<file path="config.mk">
export PLATFORM = sky130hd
export DESIGN_NAME = mult_div_unit
export DESIGN_NICKNAME = d
export VERILOG_FILES = /design/src/rtl/mult_div_unit.sv
export SDC_FILE = /design/constraint.sdc
export NUM_CORES = 1
export LEC_CHECK = 0
export ABC_AREA = 1
export BUFFER_PORTS_ARGS = -buffer_cell sky130_fd_sc_hd__buf_2
export CAP_MARGIN = 20
export CORE_UTILIZATION = 34
export CTS_CLUSTER_SIZE = 20
export DETAILED_ROUTE_END_ITERATION = 10
export PLACE_DENSITY = 0.56
export REMOVE_ABC_BUFFERS = 1
export SLEW_MARGIN = 20
export SYNTH_ARGS = -nofsm -noshare
export SYNTH_HDL_FRONTEND = slang
export SYNTH_SLANG_ARGS = --single-unit
</file>
<file path="constraint.sdc">
create_clock -name clk -period 3.65 [get_ports clk]
set_clock_uncertainty 0.15 [all_clocks]
set_input_delay 0.73 -clock clk [delete_from_list [all_inputs] [get_ports clk]]
set_output_delay 0.73 -clock clk [all_outputs]
set_load 0.005 [all_outputs]
</file>
<file path="src/rtl/mult_div_unit.sv">
// Multiply/divide unit feeding the HI/LO register pair.
// Signed operands are reduced to magnitudes on accept. An unsigned shift-add multiply
// (or a single-cycle multiply) or a restoring divide runs on those magnitudes. FIX then
// restores the result signs, and WRITE strobes HI/LO for one cycle.
module mult_div_unit #(
  parameter int FAST_MULT = 0
) (
  input  logic        clk,
  input  logic        reset,
  input  logic        start,
  input  logic        flush,
  input  logic [1:0]  op,
  input  logic [31:0] operand_a,
  input  logic [31:0] operand_b,
  output logic        busy,
  output logic        done,
  output logic        HI_write_enable,
  output logic        LO_write_enable,
  output logic [31:0] HI_write_data,
  output logic [31:0] LO_write_data
);

  localparam logic [2:0] IDLE  = 3'd0;
  localparam logic [2:0] MUL   = 3'd1;
  localparam logic [2:0] DIV   = 3'd2;
  localparam logic [2:0] FIX   = 3'd3;
  localparam logic [2:0] WRITE = 3'd4;

  logic [2:0]  state, state_next;
  logic [5:0]  count, count_next;
  // Multiply: {partial product high, remaining multiplier bits}; divide: {remainder, quotient}
  logic [63:0] acc, acc_next;
  // Multiplicand for multiply, divisor magnitude for divide
  logic [31:0] opnd, opnd_next;
  logic        is_div, is_div_next;
  logic        neg_q, neg_q_next;      // product / quotient must be negated
  logic        neg_r, neg_r_next;      // remainder must be negated
  logic [31:0] hi_data_next, lo_data_next;

  logic        accept, op_signed, op_div;
  logic [31:0] mag_a, mag_b;
  logic [32:0] mul_sum, div_shift, div_diff;
  logic [63:0] prod_fix;
  logic [31:0] quot_fix, rem_fix;

  // Operand conditioning and per-iteration datapath
  always_comb begin
    accept    = (state == IDLE) && start && !flush;
    op_signed = ~op[0];
    op_div    = op[1];
    mag_a     = (op_signed && operand_a[31]) ? (32'd0 - operand_a) : operand_a;
    mag_b     = (op_signed && operand_b[31]) ? (32'd0 - operand_b) : operand_b;
    mul_sum   = {1'b0, acc[63:32]} + (acc[0] ? {1'b0, opnd} : 33'd0);
    div_shift = {acc[63:32], acc[31]};
    div_diff  = div_shift - {1'b0, opnd};
    prod_fix  = neg_q ? (64'd0 - acc) : acc;
    quot_fix  = neg_q ? (32'd0 - acc[31:0]) : acc[31:0];
    rem_fix   = neg_r ? (32'd0 - acc[63:32]) : acc[63:32];
  end

  // Next-state and datapath update
  always_comb begin
    state_next   = state;
    count_next   = count;
    acc_next     = acc;
    opnd_next    = opnd;
    is_div_next  = is_div;
    neg_q_next   = neg_q;
    neg_r_next   = neg_r;
    hi_data_next = HI_write_data;
    lo_data_next = LO_write_data;
    case (state)
      IDLE: begin
        if (accept) begin
          count_next  = 6'd0;
          is_div_next = op_div;
          neg_q_next  = op_signed && (operand_a[31] ^ operand_b[31]);
          neg_r_next  = op_signed && operand_a[31];
          if (op_div) begin
            acc_next  = {32'd0, mag_a};
            opnd_next = mag_b;
            if (operand_b == 32'd0) begin
              // Divide by zero skips the iterations entirely
              hi_data_next = operand_a;
              lo_data_next = 32'hFFFF_FFFF;
              state_next   = WRITE;
            end else begin
              state_next = DIV;
            end
          end else begin
            acc_next   = {32'd0, mag_b};
            opnd_next  = mag_a;
            state_next = MUL;
          end
        end
      end
      MUL: begin
        if (flush) begin
          state_next = IDLE;
        end else if (FAST_MULT != 0) begin
          acc_next   = {32'd0, opnd} * {32'd0, acc[31:0]};
          state_next = FIX;
        end else begin
          acc_next   = {mul_sum, acc[31:1]};
          count_next = count + 6'd1;
          if (count == 6'd31) state_next = FIX;
        end
      end
      DIV: begin
        if (flush) begin
          state_next = IDLE;
        end else begin
          if (!div_diff[32]) acc_next = {div_diff[31:0], acc[30:0], 1'b1};
          else               acc_next = {div_shift[31:0], acc[30:0], 1'b0};
          count_next = count + 6'd1;
          if (count == 6'd31) state_next = FIX;
        end
      end
      FIX: begin
        if (flush) begin
          state_next = IDLE;
        end else begin
          if (is_div) begin
            hi_data_next = rem_fix;
            lo_data_next = quot_fix;
          end else begin
            hi_data_next = prod_fix[63:32];
            lo_data_next = prod_fix[31:0];
          end
          state_next = WRITE;
        end
      end
      WRITE:   state_next = IDLE;
      default: state_next = IDLE;
    endcase
  end

  // State registers with asynchronous active-low reset
  always_ff @(posedge clk or negedge reset) begin
    if (!reset) begin
      state         <= IDLE;
      count         <= 6'd0;
      acc           <= 64'd0;
      opnd          <= 32'd0;
      is_div        <= 1'b0;
      neg_q         <= 1'b0;
      neg_r         <= 1'b0;
      HI_write_data <= 32'd0;
      LO_write_data <= 32'd0;
    end else begin
      state         <= state_next;
      count         <= count_next;
      acc           <= acc_next;
      opnd          <= opnd_next;
      is_div        <= is_div_next;
      neg_q         <= neg_q_next;
      neg_r         <= neg_r_next;
      HI_write_data <= hi_data_next;
      LO_write_data <= lo_data_next;
    end
  end

  // Strobes; a flush in WRITE kills the strobe in that same cycle
  always_comb begin
    busy            = (state != IDLE);
    done            = (state == WRITE) && !flush;
    HI_write_enable = done;
    LO_write_enable = done;
  end

endmodule

</file>
==> implementation parameters <==
Parameter                              Value

CTS
  Clock-pin slew on the worst setup and hold paths    80 ps
  TritonCTS clock tree    done
  Number of levels in the clock H-tree    4
  Library cell used as clock root buffer    clkbuf_16
  TritonCTS sink count    172
  Clk Latency, worst-skew pair    480 ps
  Post-CTS Setup Repair Bufs    0
  Bufs on Longest Clock Path    2
  Count of hold-fix buffers inserted at cts    0
  Post-cts sizing count    0
  Number of clock buffers inserted by TritonCTS    17

GRT
  Pin count of the biggest net entering global routing    78
  GR Util All Layers    0.3029
  Number of global-route vias before repair    18713
  Wire length of the first global-routing pass    120100 um
  Antenna violations before repair    2
  Grt total ovfl    0

Placed design
  Dpl cells    3749
  Number of port buffers    137
  Placed wire-length estimate after detailed placement    66480 um
  Worst slack at placement    311.7 ps
  Final GP Congestion    1.015

Yosys
  Number of distinct library cells after synthesis    53
  Share of synthesized area occupied by flip-flops and latches    0.2421
  Post-Syn Area per Cell    5.967 um2
  Post-synthesis register bit count    172
  Most used flip-flop cell after synthesis    dfrtp_1
  Share of the synthesized area in the top cell type    0.2421
  Largest area contributor in the synthesized netlist    dfrtp_1
  Number of synthesized flops with an enable pin    0
  Synthesized instance count    2979
  Mapped Area    0.01778 mm2
  Ys async rst share    1.000
  Main area contributors after synthesis    dfrtp_1, nand2_1, inv_1
  Synth warnings    0

Cells and area
  Number of fill cells    5919
  Layout cells sized above 1    0.1006
  Final core utilization    0.3852
  Register Area    0.004304 mm2
  Most common library cell in the layout ignoring fill and taps    nand2_1
  Area growth from synthesis to layout    11.60%
  Top library cells by usage in the layout, fill and taps aside    nand2_1, inv_1, nor2_1
  Area used by multi-input combinational logic    0.01140 mm2
  Count of nets after finishing    3229
  Non-filler cells in the finished layout    3783

Route
  Initial drt markers    2099
  Number of vias per cell    5.450
  Vias after detailed routing    20619
  Final routed DRC violation total    0
  Post-detailed-route wirelength per cell    21.50 um
  Final routed wirelength across all metal layers    81320 um
  Pre-antenna DRT Iters    8
  Number of antenna-violating nets in the routed design    0

Floorplan
  Die Width    230.7 um
  Initial Util    0.3451
  Die ar.    0.05320 mm2
  Rows    83
  Die H    230.7 um
  Boundary pin count    138
  Core outline area    0.05151 mm2

STA
  Worst max-slew margin expressed relative to the limit    0.4668
  Measured slew at the worst slew-check pin    792.5 ps
  Post-layout worst setup margin    305.6 ps
  Fmax achieved    299.0 MHz
  Worst hold slack across all endpoints    153.8 ps
  Final number of max-transition violations    0
  Final period demand of the worst path    3344 ps
  Period utilisation layout    0.9163
  Setup-violating endpoint count in the final report    0
  Setup repair after global routing missed its margin    no
  Hold violation total from the final report    0

Run
  Max_cap viols    0

Critical path
  FF-to-FF End    acc[61]
  Maximum net fanout on the critical path    32
  Type of element launching the critical path    flop
  Data arrival at the endpoint of the critical path    3570 ps
  Path depth of the worst reg2reg path    19
  Type of element capturing the critical path    flop
  Required arrival time at the worst endpoint    3880 ps
  Beginning of the critical path    acc[31]
  Critical register-to-register path startpoint    acc[31]
  Crit Path Class    flop to flop
  Worst R2R Setup Slack    310 ps

Status
  Outcome    complete, no violations

Power
  Design Power    20810 uW
  Peak ir drop on the vdd network    417.1 uV
  P per Cell Area    1049 mW/mm2
  Leakage power total    0.01041 uW

Hold path
  Hold WC Path Type    input pin to async pin
state kept, by name (all words and copies together), names as in the netlist:
| name | flops |
|---|---|
| count | 6 |
| neg_r | 1 |
| is_div | 1 |
| HI_write_data | 32 |
| opnd | 32 |
| acc | 64 |
| neg_q | 1 |
| LO_write_data | 32 |
| state | 3 |
power breakdown:
part | internal [uW] | switching (uW)
logic | 4620 | 10100
registers | 2830 | 1330
clock network | 1050 | 899
total | 8490 | 12300
synth_stat cells (21+ instances only):
cell type and number:
dfrtp_1 172, o211ai_1 33, xnor2_1 21, nand3_1 240, nand2_1 968, clkbuf_1 40, buf_2 25, nand4_1 37
a21oi_1 184, inv_1 404, xor2_1 45, a22oi_1 23, o21ai_1 21, nor2_1 306, ha_1 69, nor3_1 35
nand2_2 24, a221oi_1 28, o21ai_0 131
how the worst max path moves through the flow:
stage | to | slack, ps | depth (start not counted)
finish | acc[61] | 310 | 19
global route | acc[61] | 100 | 19
CTS | acc[61] | 380 | 19
detailed placement | HI_write_data[15] | 310 | 13
global placement | HI_write_data[15] | 440 | 13
floorplan | acc[34] | -40 | 8
kinds of logic (layout without fill, tap and decap cells):
kind of cell,count (synthesis),count (layout),synth area share
other,0,2,0
DFF,172,172,0.2421
AOI/OAI and AO/OA,473,473,0.1557
and+or+nand+nor,1681,1681,0.4015
buffers and inverters,516,638,0.1174
adders and majority gates,71,71,0.05082
xor gates and xnor gates,66,66,0.03252
critical path, stage by stage (launching register included):
cell     delay, ps
dfrtp_1        590
inv_1          160
ha_1           260
fa_1           360
inv_1          110
nand2_1         80
nand2_1        110
nand3_1        100
nand2_2        140
nand2_2         80
nand2_4         70
nand2_4         70
nand2_4         80
nand2_4        100
nand2_4        390
nand2_1        130
nand2_1        100
nand2_1         50
nand2_1         50
nand2_1         50
stage by stage:
| stage | cell area [um2] | TNS [ps] |
|---|---|---|
| floorplan | 17270 | -363.0 |
| global placement | 19240 | 0 |
| detailed placement | 19240 | 0 |
| CTS | 19830 | 0 |
| global route | 19840 | 0 |
| finish | 19840 | 0 |
cell type report:
type                    instances  share of cell area
clock inverters                13            0.007001
clock buffers                  19             0.02283
well taps                     680             0.04289
multi-input cells            2291              0.5745
diodes                          2           0.0002523
flip-flops and latches        172              0.2170
inverters                     420             0.07953
repair buffers                186             0.05607
per-layer routing:
layer,track usage,vias up,part of all wire
met2,0.4474,1004,0.42
met4,0.1107,0,0.036
met1,0.4329,9636,0.45
met5,0,-,0
met3,0.05929,138,0.096
li1,-,9841,-
Note: power is estimated with default switching activity, not from simulation.
